===== config.mk =====
export PLATFORM = sky130hd
export DESIGN_NAME = pico_intc_flat
export DESIGN_NICKNAME = d
export VERILOG_FILES = /design/src/rtl/pico_intc_pkg.sv /design/src/rtl/pico_intc_if.sv /design/src/rtl/pico_intc_prio.sv /design/src/rtl/pico_intc.sv /design/src/flat_wrapper.sv
export SDC_FILE = /design/constraint.sdc
export NUM_CORES = 1
export LEC_CHECK = 0
export CORE_UTILIZATION = 45
export CTS_BUF_LIST = sky130_fd_sc_hd__clkbuf_8
export DETAILED_ROUTE_END_ITERATION = 6
export PLACE_DENSITY = 0.81
export SLEW_MARGIN = 10
export SYNTH_ARGS = -nofsm -noshare
export SYNTH_HDL_FRONTEND = slang
export SYNTH_SLANG_ARGS = --single-unit
export TNS_END_PERCENT = 5

===== constraint.sdc =====
create_clock -name clk -period 2.1 [get_ports clk]
set_input_delay 0.42 -clock clk [delete_from_list [all_inputs] [get_ports clk]]
set_output_delay 0.42 -clock clk [all_outputs]
set_load 0.005 [all_outputs]

===== src/rtl/pico_intc_pkg.sv =====
// Shared constants and types for the pico_intc interrupt controller.
// Register offsets, FSM state encoding and source-count limits live here.
package pico_intc_pkg;

    localparam int MAX_SRC = 8;
    localparam int ID_W    = 3;

    localparam logic [1:0] OFS_PENDING = 2'd0;
    localparam logic [1:0] OFS_MASK    = 2'd1;
    localparam logic [1:0] OFS_CURID   = 2'd2;
    localparam logic [1:0] OFS_EOI     = 2'd3;

    typedef enum logic [1:0] {
        IDLE    = 2'd0,
        REQ     = 2'd1,
        SERVICE = 2'd2
    } state_e;

endpackage


===== src/rtl/pico_intc_if.sv =====
// kcpsm3 port bus plus interrupt/interrupt_ack pair as seen by pico_intc.
// The master modport is the processor side; the slave modport is the controller.
interface pico_intc_if;
    import pico_intc_pkg::*;

    logic [7:0] port_id;
    logic       write_strobe;
    logic       read_strobe;
    logic [7:0] out_port;
    logic [7:0] in_port;
    logic       in_sel;
    logic       interrupt;
    logic       interrupt_ack;

    modport master (
        output port_id, write_strobe, read_strobe, out_port, interrupt_ack,
        input  in_port, in_sel, interrupt
    );

    modport slave (
        input  port_id, write_strobe, read_strobe, out_port, interrupt_ack,
        output in_port, in_sel, interrupt
    );

endinterface


===== src/rtl/pico_intc_prio.sv =====
// Combinational priority picker: returns the first set bit of eligible found
// by scanning upward from start (wrapping modulo N_SRC).
module pico_intc_prio
    import pico_intc_pkg::*;
#(
    parameter int N_SRC = 4
) (
    input  logic [N_SRC-1:0] eligible,
    input  logic [ID_W-1:0]  start,
    output logic [ID_W-1:0]  winner,
    output logic             valid
);

    // Scan from the farthest offset down so the nearest hit overwrites the rest.
    always_comb begin
        int idx;
        idx    = 0;
        winner = '0;
        valid  = 1'b0;
        for (int i = N_SRC - 1; i >= 0; i--) begin
            idx = (int'(start) + i) % N_SRC;
            if (eligible[idx]) begin
                winner = ID_W'(idx);
                valid  = 1'b1;
            end
        end
    end

endmodule


===== src/rtl/pico_intc.sv =====
// Multi-source interrupt controller for kcpsm3: edge-captured pending bits,
// mask, current-ID and EOI registers. Define PICO_INTC_RR_EN for round-robin.
module pico_intc
    import pico_intc_pkg::*;
#(
    parameter int         N_SRC   = 4,
    parameter logic [7:0] BASE_ID = 8'h10
) (
    input  logic             clk,
    input  logic             reset_n,
    input  logic [N_SRC-1:0] irq_src,
    pico_intc_if.slave       bus
);

    logic [N_SRC-1:0] src_q;
    logic [N_SRC-1:0] pending_q, pending_d;
    logic [N_SRC-1:0] mask_q, mask_d;
    logic [ID_W-1:0]  cur_id_q, cur_id_d;
    logic             active_q, active_d;
    logic             interrupt_q, interrupt_d;
    state_e           state_q, state_d;

    logic [N_SRC-1:0] set_vec;
    logic [N_SRC-1:0] eligible;
    logic [N_SRC-1:0] wr_bits;
    logic [N_SRC-1:0] win_onehot;
    logic [ID_W-1:0]  start;
    logic [ID_W-1:0]  winner;
    logic             win_valid;
    logic             wr_en;
    logic [1:0]       ofs;
    logic [7:0]       rd_data;
    logic             unused_ok;

    assign ofs        = bus.port_id[1:0];
    assign bus.in_sel = (bus.port_id[7:2] == BASE_ID[7:2]);
    assign wr_en      = bus.write_strobe & bus.in_sel;
    assign set_vec    = irq_src & ~src_q;
    assign eligible   = pending_q & mask_q;
    assign wr_bits    = bus.out_port[N_SRC-1:0];
    assign win_onehot = N_SRC'(1) << winner;
    assign unused_ok  = ^{bus.read_strobe, bus.out_port};

`ifdef PICO_INTC_RR_EN
    logic [ID_W-1:0] last_id_q, last_id_d;
    assign start = ID_W'((int'(last_id_q) + 1) % N_SRC);
`else
    assign start = '0;
`endif

    pico_intc_prio #(.N_SRC(N_SRC)) u_prio (
        .eligible (eligible),
        .start    (start),
        .winner   (winner),
        .valid    (win_valid)
    );

    always_comb begin
        state_d   = state_q;
        pending_d = pending_q;
        mask_d    = mask_q;
        cur_id_d  = cur_id_q;
        active_d  = active_q;
`ifdef PICO_INTC_RR_EN
        last_id_d = last_id_q;
`endif
        if (wr_en && ofs == OFS_PENDING) pending_d = pending_d & ~wr_bits;
        if (wr_en && ofs == OFS_MASK)    mask_d    = wr_bits;

        case (state_q)
            IDLE: begin
                if (eligible != '0) state_d = REQ;
            end
            REQ: begin
                if (eligible == '0) begin
                    state_d = IDLE;
                end else if (bus.interrupt_ack && win_valid) begin
                    cur_id_d  = winner;
                    pending_d = pending_d & ~win_onehot;
                    active_d  = 1'b1;
                    state_d   = SERVICE;
`ifdef PICO_INTC_RR_EN
                    last_id_d = winner;
`endif
                end
            end
            SERVICE: begin
                if (wr_en && ofs == OFS_EOI) begin
                    state_d  = IDLE;
                    active_d = 1'b0;
                end
            end
            default: state_d = IDLE;
        endcase

        // A new edge always survives a same-cycle clear, whether W1C or ack.
        pending_d   = pending_d | set_vec;
        interrupt_d = (state_d == REQ);
    end

    always_comb begin
        rd_data = 8'h00;
        case (ofs)
            OFS_PENDING: rd_data = MAX_SRC'(pending_q);
            OFS_MASK:    rd_data = MAX_SRC'(mask_q);
            OFS_CURID:   rd_data = {active_q, 4'b0000, cur_id_q};
            default:     rd_data = 8'h00;
        endcase
        bus.in_port = bus.in_sel ? rd_data : 8'h00;
    end

    always_ff @(posedge clk or negedge reset_n) begin
        if (!reset_n) begin
            src_q       <= '0;
            pending_q   <= '0;
            mask_q      <= '0;
            cur_id_q    <= '0;
            active_q    <= 1'b0;
            interrupt_q <= 1'b0;
            state_q     <= IDLE;
`ifdef PICO_INTC_RR_EN
            last_id_q   <= '0;
`endif
        end else begin
            src_q       <= irq_src;
            pending_q   <= pending_d;
            mask_q      <= mask_d;
            cur_id_q    <= cur_id_d;
            active_q    <= active_d;
            interrupt_q <= interrupt_d;
            state_q     <= state_d;
`ifdef PICO_INTC_RR_EN
            last_id_q   <= last_id_d;
`endif
        end
    end

    assign bus.interrupt = interrupt_q;

endmodule


===== src/flat_wrapper.sv =====
// flat-port wrapper written by rule: the top's interface ports become plain ports
module pico_intc_flat import pico_intc_pkg::*;
#(
    parameter int         N_SRC   = 4,
    parameter logic [7:0] BASE_ID = 8'h10
)
  (clk, reset_n, irq_src, bus_port_id, bus_write_strobe, bus_read_strobe, bus_out_port, bus_interrupt_ack, bus_in_port, bus_in_sel, bus_interrupt);
  pico_intc_if bus_i ();
  input  logic clk;
  input  logic reset_n;
  input  logic [N_SRC-1:0] irq_src;
  input wire logic [$bits(bus_i.port_id)-1:0] bus_port_id;
  input wire logic [$bits(bus_i.write_strobe)-1:0] bus_write_strobe;
  input wire logic [$bits(bus_i.read_strobe)-1:0] bus_read_strobe;
  input wire logic [$bits(bus_i.out_port)-1:0] bus_out_port;
  input wire logic [$bits(bus_i.interrupt_ack)-1:0] bus_interrupt_ack;
  output wire logic [$bits(bus_i.in_port)-1:0] bus_in_port;
  output wire logic [$bits(bus_i.in_sel)-1:0] bus_in_sel;
  output wire logic [$bits(bus_i.interrupt)-1:0] bus_interrupt;
  assign bus_i.port_id = bus_port_id;
  assign bus_i.write_strobe = bus_write_strobe;
  assign bus_i.read_strobe = bus_read_strobe;
  assign bus_i.out_port = bus_out_port;
  assign bus_i.interrupt_ack = bus_interrupt_ack;
  assign bus_in_port = bus_i.in_port;
  assign bus_in_sel = bus_i.in_sel;
  assign bus_interrupt = bus_i.interrupt;
  pico_intc #(.N_SRC(N_SRC), .BASE_ID(BASE_ID)) u_core (.clk(clk), .reset_n(reset_n), .irq_src(irq_src), .bus(bus_i));
endmodule

---- Word-level counts from Yosys, hierarchy flattened ----
Cells that the tools add are included.
word-level totals
  flip-flop bits (word level) ............. 19
  input port bits ......................... 25
  output and inout bits ................... 10
cells by class
  eq/ne operators ......................... 10
  shift-type cells ........................ 1
  multiplexer cells ....................... 23
  bitwise operators ....................... 10
  reduce and logical (&&, ||, !) cells .... 11
operators by type and width
  cell                                                               number
  8-bit case mux with 3 select lines                                 1
  4-bit AND                                                          4
  4-bit two-way mux                                                  4
  4-bit inverter                                                     3
  2-bit two-way mux                                                  5
  3-bit two-way mux                                                  3
  8-bit two-way mux                                                  1
  1-bit two-way mux                                                  7
  2-bit by 1-bit == test with 1-bit output, second input constant    3
  2-bit == test, second input constant                               3
  6-bit by 3-bit == test with 1-bit output, second input constant    1
  2-bit case mux with 3 select lines                                 1
  1-bit logical AND                                                  4
  2-bit logical NOT                                                  2
  4-bit logical NOT                                                  1
  2-bit by 1-bit != test with 1-bit output, second input constant    2
  4-bit OR                                                           1
  4-bit AND reduction                                                1
  4-bit nonzero test                                                 1
  1-bit by 3-bit left shift with 4-bit output, first input constant  1
  3-bit AND reduction                                                1
  2-bit != test, second input constant                               1
  1-bit case mux with 2 select lines                                 1
  2-bit nonzero test                                                 1
  other kinds (2)                                                    2

---- Depth between registers and ports, before layout ----
  word-level depth ........................ 12
  gate-level depth with buffers ........... 5
  depth with buffers taken out ............ 4

---- By module ----
From an unflattened synthesis, not the netlist that was laid out.
second synthesis, totals
  cells, all modules ...................... 104
  area total of the unflattened synthesis .. 1057.3 µm²
modules (own cells, without submodules)
  module          instances  cells each  area an instance (µm²)
  pico_intc       1          89          968.4
  pico_intc_prio  1          15          88.8

---- Worst setup path after synthesis ----
Ideal clock, no wire load.
  kind .................................... input-to-output
  start ................................... in bus_port_id[3]
  end ..................................... out bus_in_port[7]
  data arrival time ....................... 1.600 ns
  required time ........................... 1.680 ns
  path slack .............................. 0.080 ns
  cell stages on the path ................. 3
  path buffers ............................ 0
  cells stage by stage .................... or4b_4 > nor3_1 > and4b_1
on the way
  longest elaborated chain between the ends .. 2
RTL lines
  item                                      line                RTL
  start: declaration                        flat_wrapper.sv:12  input wire logic [$bits(bus_i.port_id)-1:0] bus_port_id;
  6-bit by 3-bit == test with 1-bit output  pico_intc.sv:36     assign bus.in_sel = (bus.port_id[7:2] == BASE_ID[7:2]);
  named net bus_in_sel                      flat_wrapper.sv:18  output wire logic [$bits(bus_i.in_sel)-1:0] bus_in_sel;
  8-bit two-way mux                         pico_intc.sv:109    bus.in_port = bus.in_sel ? rd_data : 8'h00;
  end: declaration                          flat_wrapper.sv:17  output wire logic [$bits(bus_i.in_port)-1:0] bus_in_port;
The timed path passes the listed nets, and every way through them passes these cells.

---- Worst setup path in the final report ----
  start ................................... in bus_port_id[5]
  end ..................................... out bus_in_port[3]
on the way
  longest elaborated chain between the ends .. 2
RTL lines
  item                                      line
  6-bit by 3-bit == test with 1-bit output  pico_intc.sv:36
  8-bit two-way mux                         pico_intc.sv:109
Every way passes these cells.

==> flow_summary.yaml <==
route:
  drt_iter0_drc: 5
  drc: 0
  postRouteAntennaNets: 0
  num_vias: 780
  wirelength_um: 2040
  vias_per_cell: 5.13
  wire_per_inst_um: 13.4
  drtPass1Iterations: 3
sta:
  drv_slew: 0
  max_freq_ghz: 0.485
  finalHoldViolations: 0
  fin_ws_ps: 37.3
  setup_viol: 0
  whs_ps: 476
  period_share_pct: 98.2
  fin_crit_ps: 2060
  finClkSkew_ps: 0.834
  rsz0062_at_grt: "true"
cells_and_area:
  nNetsFinal: 152
  stdcell_count: 152
  mostFrequentLayoutCells: "dfrtp_1 (18), nand2_1 (14), clkdlybuf4s50_1 (12)"
  final_common_cell: "dfrtp_1"
  drive_gt1_share_pct: 28.0
  diodes: 0
  final_core_util_pct: 67.2
  synthToLayoutAreaGrowth_pct: 40.7
critical_path:
  critical_path.max_fanout: 2
  r2r-end: "u_core.cur_id_q[0]"
  reg2reg_depth: 4
  startpoint_type: "input pin"
  worstPathRequired_ps: 1680
  r2r_slack_ps: 540
  arrival_ps: 1640
  endpoint: "bus_in_port[3]"
  regToRegStartpoint: "u_core.pending_q[1]"
  crit_path_start: "bus_port_id[5]"
  critPathKind: "in2out"
  end_kind: "output port"
placed_design:
  pre_cts_ws_ps: -718
  portBuffers: 26
  gp_congestion: 0.785
  placedCellCount: 147
  dpl.hpwl_um: 1650
pwr:
  leakagePower_nw: 0.626
  ir_drop_mv: 0.494
  power.density_nw_per_um2: 588
  p_total_w: 0.000775
grt:
  grt_overflow_total: 0
  grt_max_degree: 19
  grt_pass1_vias: 761
  grt_pass1_wl_um: 3180
  grt_usage_pct: 21.2
  antenna_found_initial: 0
clock_network:
  clock_sinks: 18
  clk_latency_ps: 250
  clock_tree.root_cell: "clkbuf_8"
  clkSlewWorstSetupHoldPaths_ps: 60
  clock_path_buffers: 2
  h-tree-depth: 1
  numCtsBuffers: 3
  cts_tree: "yes"
floorplan:
  dieArea_sq_um: 2270
  die_x_um: 47.6
  rows: 16
  start_util_pct: 47.8
  core_area_sq_um: 1960
  die_h_um: 47.6
  boundaryPins: 35
synth:
  ys_ff_latch: 18
  yosysUniqueCellTypes: 30
  synthCells: 87
  synth.yosys.seq_area_share_pct: 48.1
  netlist_area_sq_um: 937
  postSynthAreaPerCell_sq_um: 10.8
  ys_warn_count: 0
status:
  status: "completed"
flow_run:
  drv_cap: 0
hold_path:
  worst_hold_path_type: "reg2reg"
[cells in the mapped netlist]
cell,instances,share of area [%]
a21boi_0,2,1.6
a21o_1,1,0.80
a21oi_1,3,1.6
a221oi_1,2,1.9
a22o_1,1,0.93
a32o_1,4,4.3
and2_1,2,1.3
and4_1,1,0.93
and4b_1,1,1.1
buf_4,3,2.4
clkbuf_1,1,0.40
conb_1,1,0.40
dfrtp_1,18,48
inv_1,4,1.6
mux2_2,1,1.2
mux2_4,4,6.4
mux2i_1,4,4.3
nand2_1,14,5.6
nand2b_1,1,0.67
nand3_1,4,2.1
nand4_1,1,0.67
nor2_1,4,1.6
nor2b_1,1,0.67
nor3_1,1,0.53
nor4b_4,1,2.5
o21ai_0,2,1.1
o21bai_1,1,0.80
or2_2,1,0.67
or3_4,2,2.4
or4b_4,1,1.5
[worst min-delay path by stage]
stage,start,end,cells after the start
floorplan,reset_n,u_core.active_q,0
CTS,u_core.active_q,u_core.active_q,1
global placement,u_core.active_q,u_core.active_q,1
detailed placement,u_core.active_q,u_core.active_q,1
finish,u_core.active_q,u_core.active_q,1
global route,u_core.state_q[1],u_core.state_q[0],1
[metal layers]
layer / global-route usage (%) / vias up / part of all wire [%]
met5: 0 / - / 0
met4: 7.22 / 0 / 1.4
met3: 5.66 / 4 / 2.8
met2: 39.2 / 16 / 52
met1: 23.3 / 374 / 43
li1: - / 386 / -
[report_power, final]
part           internal, W  leakage (nW)  switching, W
sequential        0.000382         0.218     0.0000231
combinational    0.0000792         0.387     0.0000592
clock             0.000127        0.0216      0.000104
total             0.000588         0.626      0.000187
[kinds of logic after synthesis]
| kind of cell | count (synthesis) | share of synthesized area [%] |
|---|---|---|
| AO/OA/AOI/OAI | 16 | 13.0 |
| buffers and inverters | 8 | 4.40 |
| flip-flops | 18 | 48.1 |
| multiplexers | 9 | 11.9 |
| other | 1 | 0.400 |
| AND/OR/NAND/NOR | 35 | 22.3 |
[critical path, stage by stage]
cell and delay [ps]:
buf_2 100, or4b_4 550, buf_6 140, or2_4 250, nor2_2 80, buf_2 110
[registers in the layout (all words and copies together) (netlist names)]
signal                cells
u_core.active_q           1
u_core.mask_q             4
u_core.pending_q          4
u_core.state_q            2
u_core.cur_id_q           2
u_core.bus.interrupt      1
u_core.src_q              4
[timing repair]
| item | in CTS | in global routing |
|---|---|---|
| resized for setup | 38 | 2 |
| pin swaps | 7 | 1 |
| hold buffers | 0 | 0 |
| setup endpoints to repair | 12 | 4 |
| cloned | 0 | 0 |
| buffers inserted | 3 | 0 |
[cell type report]
| cell class | instances | area, sq um |
|---|---|---|
| Multi-Input combinational cell | 63 | 474 |
| Clock buffer | 3 | 41.3 |
| Timing Repair Buffer | 37 | 304 |
| Sequential cell | 18 | 450 |
| Inverter | 4 | 15.0 |
| Fill cell | 183 | 643 |
| Tap cell | 27 | 33.8 |
[through the flow]
| stage | cell area, sq um | TNS [ps] |
|---|---|---|
| floorplan | 945 | 0 |
| global placement | 1280 | -5980 |
| detailed placement | 1280 | -6500 |
| CTS | 1310 | 0 |
| global route | 1320 | -13.9 |
| finish | 1320 | 0 |
(Power assumes the default switching activity.)
